===== config.mk =====
export PLATFORM = sky130hd
export DESIGN_NAME = gray_counter_param
export DESIGN_NICKNAME = d
export VERILOG_FILES = /design/src/rtl/gray_pkg.sv /design/src/rtl/gray_counter_param_conversor.sv /design/src/rtl/gray_counter_param.sv
export SDC_FILE = /design/constraint.sdc
export NUM_CORES = 1
export LEC_CHECK = 0
export ABC_AREA = 1
export ABC_CLOCK_PERIOD_IN_PS = 4500
export CORE_MARGIN = 3
export CORE_UTILIZATION = 35
export CTS_CLUSTER_DIAMETER = 40
export DETAILED_ROUTE_END_ITERATION = 12
export HOLD_SLACK_MARGIN = 0.12
export PLACE_DENSITY_LB_ADDON = 0.05
export SLEW_MARGIN = 20
export SYNTH_ARGS = -nofsm -noshare
export SYNTH_HDL_FRONTEND = slang
export SYNTH_SLANG_ARGS = --single-unit

===== constraint.sdc =====
create_clock -name clk -period 4.5 [get_ports clk]
set_clock_uncertainty 0.05 [all_clocks]
set_input_delay 0.675 -clock clk [delete_from_list [all_inputs] [get_ports clk]]
set_output_delay 0.675 -clock clk [all_outputs]
set_load 0.1 [all_outputs]

===== src/rtl/gray_pkg.sv =====
// Shared Gray-code helpers and counter mode constants.
package gray_pkg;

  localparam int unsigned GRAY_MAX_W = 64;
  localparam int unsigned MODE_WRAP  = 1;
  localparam int unsigned MODE_SAT   = 0;

  // Narrower values are zero-extended by the caller; leading zeros encode to zeros.
  function automatic logic [GRAY_MAX_W-1:0] bin2gray(input logic [GRAY_MAX_W-1:0] bin);
    return bin ^ (bin >> 1);
  endfunction

  // Prefix XOR from the MSB down recovers the binary value.
  function automatic logic [GRAY_MAX_W-1:0] gray2bin(input logic [GRAY_MAX_W-1:0] gray);
    logic [GRAY_MAX_W-1:0] bin;
    bin[GRAY_MAX_W-1] = gray[GRAY_MAX_W-1];
    for (int i = GRAY_MAX_W - 2; i >= 0; i--) begin
      bin[i] = bin[i+1] ^ gray[i];
    end
    return bin;
  endfunction

endpackage


===== src/rtl/gray_counter_param_conversor.sv =====
// Combinational WIDTH-bit binary-to-Gray converter.
module conversor_bin_gray_param
  import gray_pkg::*;
#(
  parameter int unsigned WIDTH = 4
) (
  input  logic [WIDTH-1:0] i_bin,
  output logic [WIDTH-1:0] o_gray_c
);

  assign o_gray_c = WIDTH'(bin2gray(GRAY_MAX_W'(i_bin)));

endmodule


===== src/rtl/gray_counter_param.sv =====
// Registered up/down Gray counter with load, clear and wrap/saturate limit handling.
module gray_counter_param
  import gray_pkg::*;
#(
  parameter int unsigned WIDTH = 4,
  parameter int unsigned WRAP  = MODE_WRAP
) (
  input  logic             clk,
  input  logic             rst_n,
  input  logic             clr,
  input  logic             load,
  input  logic [WIDTH-1:0] binario_in,
  input  logic             en,
  input  logic             up_down,
  output logic [WIDTH-1:0] binario,
  output logic [WIDTH-1:0] gray,
  output logic             wrap,
  output logic             no_limite
);

  localparam int unsigned WP1 = WIDTH + 1;

  logic [WIDTH-1:0] r_bin;
  logic [WIDTH-1:0] r_gray;
  logic             r_wrap;
  logic             r_lim;

  logic [WIDTH-1:0] w_next_bin;
  logic [WIDTH-1:0] w_next_gray;
  logic             w_next_wrap;
  logic             w_next_lim;
  logic [WIDTH:0]   w_inc;
  logic [WIDTH:0]   w_dec;

  // The extra MSB is the carry (up) or borrow (down) that marks a limit crossing.
  assign w_inc = WP1'(r_bin) + WP1'(1);
  assign w_dec = WP1'(r_bin) - WP1'(1);

  always_comb begin
    w_next_bin  = r_bin;
    w_next_wrap = 1'b0;
    if (clr) begin
      w_next_bin = '0;
    end else if (load) begin
      w_next_bin = binario_in;
    end else if (en) begin
      if (up_down) begin
        w_next_wrap = w_inc[WIDTH];
        if (!w_inc[WIDTH] || (WRAP == MODE_WRAP)) begin
          w_next_bin = w_inc[WIDTH-1:0];
        end
      end else begin
        w_next_wrap = w_dec[WIDTH];
        if (!w_dec[WIDTH] || (WRAP == MODE_WRAP)) begin
          w_next_bin = w_dec[WIDTH-1:0];
        end
      end
    end
    w_next_lim = up_down ? (&w_next_bin) : ~(|w_next_bin);
  end

  conversor_bin_gray_param #(
    .WIDTH(WIDTH)
  ) u_conv (
    .i_bin    (w_next_bin),
    .o_gray_c (w_next_gray)
  );

  always_ff @(posedge clk) begin
    if (!rst_n) begin
      r_bin  <= '0;
      r_gray <= '0;
      r_wrap <= 1'b0;
      r_lim  <= 1'b0;
    end else begin
      r_bin  <= w_next_bin;
      r_gray <= w_next_gray;
      r_wrap <= w_next_wrap;
      r_lim  <= w_next_lim;
    end
  end

  assign binario   = r_bin;
  assign gray      = r_gray;
  assign wrap      = r_wrap;
  assign no_limite = r_lim;

endmodule


==> flow_summary_export.csv <==
group,metric,value,unit
floorplan,die_w,46.7,um
timing,worstMarginPinSlew,0.968,ns
clocking,path_clk_slew,0.06,ns
timing,timing_hold_violations_final,0,
clocking,post_cts_buffers,0,
worst_setup_path,critical_path_buf_inv_count,1,
finish,syn2layout_area_growth,38.1,%
worst_setup_path,worstPathRequired,3.77,ns
timing,rsz0062_at_grt,"no",
timing,slew_viol_final,0,
clocking,cts_buffer_depth,2,
worst_setup_path,cpPeakStageDelay,1.17,ns
timing,post-route-period-util,57.6,%
clocking,cts_sinks,9,
worst_setup_path,timing.setup.critical_path_class,"flop to output pin",
timing,setup-tns-final,0,ns
logic_synthesis,syn_area_per_cell,7.08,um^2
drt,vias,570,
flow_run,drv_cap,0,
power,totalPowerFinal,244,uW
floorplan,initial_core_util,37.7,%
worst_setup_path,r2r_setup_slack,2.80,ns
logic_synthesis,ys_ff_latch,9,
finish,multi_input_area,333,um^2
drt,via_per_inst,4.79,
drt,remaining_drc_errors,0,
worst_setup_path,crit_path_top_delay_cell,"clkdlybuf4s50_1",
logic_synthesis,ys_types,19,
worst_setup_path,startpoint,"binario[0]",
floorplan,io_pins,20,
worst_setup_path,startpoint_type,"flop",
worst_setup_path,path_cells,"clkdlybuf4s50_1",
finish,n_antenna_cell,0,
clocking,ctsHoldBuffers,0,
power,p_per_area,304,nW/um^2
drt,initialDrtViolationCount,22,
grt,grt_max_degree,9,
placed_design,place_congestion,0.779,
grt,grt-ovfl-total,0,
clocking,htree_levels,1,
finish,regArea,180,um^2
min_path,hold_path.startpoint,"binario[3]",
grt,grt_pass1_wl,2030,um
timing,fmax,386,MHz
finish,most-common-layout-cells,"clkdlybuf4s50_1 (19), nor2_1 (14), nand2_1 (13)",
clocking,insertion_delay,0.26,ns
clocking,cts_tree,"yes",
placed_design,hpwl,1080,um
logic_synthesis,syn_inst,82,
placed_design,port_buffers,19,
clocking,cts_root_buf,"clkbuf_4",
floorplan,core_area,1540,um^2
worst_setup_path,cpLargestDelayFamily,"buffers and inverters",
logic_synthesis,ys_warn_count,0,
timing,period_needed,2.59,ns
finish,fin_nets,120,
logic_synthesis,yosysSeqAreaShare,31.0,%
grt,antenna_found_initial,0,
floorplan,dieArea,2180,um^2
drt,ant_nets,0,
logic_synthesis,syn_area,581,um^2
worst_setup_path,rr_startpoint,"binario[0]",
power,p_leak,0.000386,uW
finish,layout_commonest_cell,"clkdlybuf4s50_1",
finish,fillers,164,
power,ir_drop,0.000167,V
clocking,postCtsResizedCells,0,
worst_setup_path,critPathArrivalTime,1.87,ns
grt,groute.usage.overall,13.1,%
logic_synthesis,synth_fp_nets,98,
drt,drt-pass1-iter-count,4,
drt,post_drt_wl_per_cell,11.2,um
min_path,holdCritPathClass,"flop to flop",
grt,grt_pass1_vias,500,
drt,drt_wl_total,1340,um
worst_setup_path,path_max_fanout,6,
floorplan,die_h,46.7,um
floorplan,row_count,14,
status,status,"finished clean",
timing,max-slew-margin-rel,35.3,%
finish,layout-drive-gt1-share,13.6,%
clocking,cts_buffers,3,
timing,finalSetupViolCount,0,
worst_setup_path,end_kind,"output pin",
flip-flops by register name, summed over array words and instances, names as in the netlist:
name and cells:
binario 4, gray 3, wrap 1, no_limite 1
final cells by class:
cell class              instances  share of cell area (%)
clock buffers                   4                    3.28
inverters                      14                    6.55
multi-input cells              57                    41.5
flip-flops and latches          9                    22.5
well taps                      16                    2.50
repair buffers                 19                    23.7
synth_stat cells (all sizes together):
library cell  number  area [um^2]
a21oi              1         5.00
buf                2         15.0
dfxtp              9          180
ha                 6         75.1
inv               14         52.6
nand2             19         96.3
nand3              7         40.0
nand4              2         12.5
nor2              15         63.8
nor3               2         10.0
nor4               1         6.26
o21ai              3         15.0
xor2               1         8.76
path summary, 6_finish.rpt:
kind	depth (start not counted)	endpoint
worst max-delay path	1	binario[0]
worst min-delay path	4	binario[3]
worst max register to register	11	gray[2]
worst min register to register	4	binario[3]
metal layers:
| layer | routed length, um | share of wire (%) | global-route usage (%) |
|---|---|---|---|
| met1 | 592 | 44 | 16.6 |
| met2 | 634 | 47 | 21.7 |
| met3 | 91 | 6.8 | 2.34 |
| met4 | 16 | 1.2 | 5.52 |
| met5 | 0 | 0 | 0 |
where the power goes:
group	switching, uW	leakage, uW	internal (uW)
combinational	65.4	0.000297	27.3
clock	28.7	0.0000150	34.2
sequential	3.58	0.0000739	84.7
total	97.7	0.000386	146
cell families after synthesis:
kind of cell               after synthesis  share of synthesized area, %
buffers and inverters                   16                          11.6
AOI/OAI and AO/OA                        4                          3.45
and+or+nand+nor                         46                          39.4
DFF                                      9                          31.0
xor gates and xnor gates                 1                          1.51
adders and majority gates                6                          12.9
through the flow:
stage	hold WS [ns]	worst slack, ns	util, %	cell area (um^2)	cells
6_report	0.622	1.91	52.0	802	119
5_1_grt	0.676	1.85	52.0	802	119
4_1_cts	0.628	1.90	52.0	802	119
3_5_place_dp	0.613	2.15	50.3	776	115
3_3_place_gp	0.612	2.16	50.3	776	115
2_1_floorplan	0.702	2.22	-	581	82
Power figures use the tool's default switching activity.
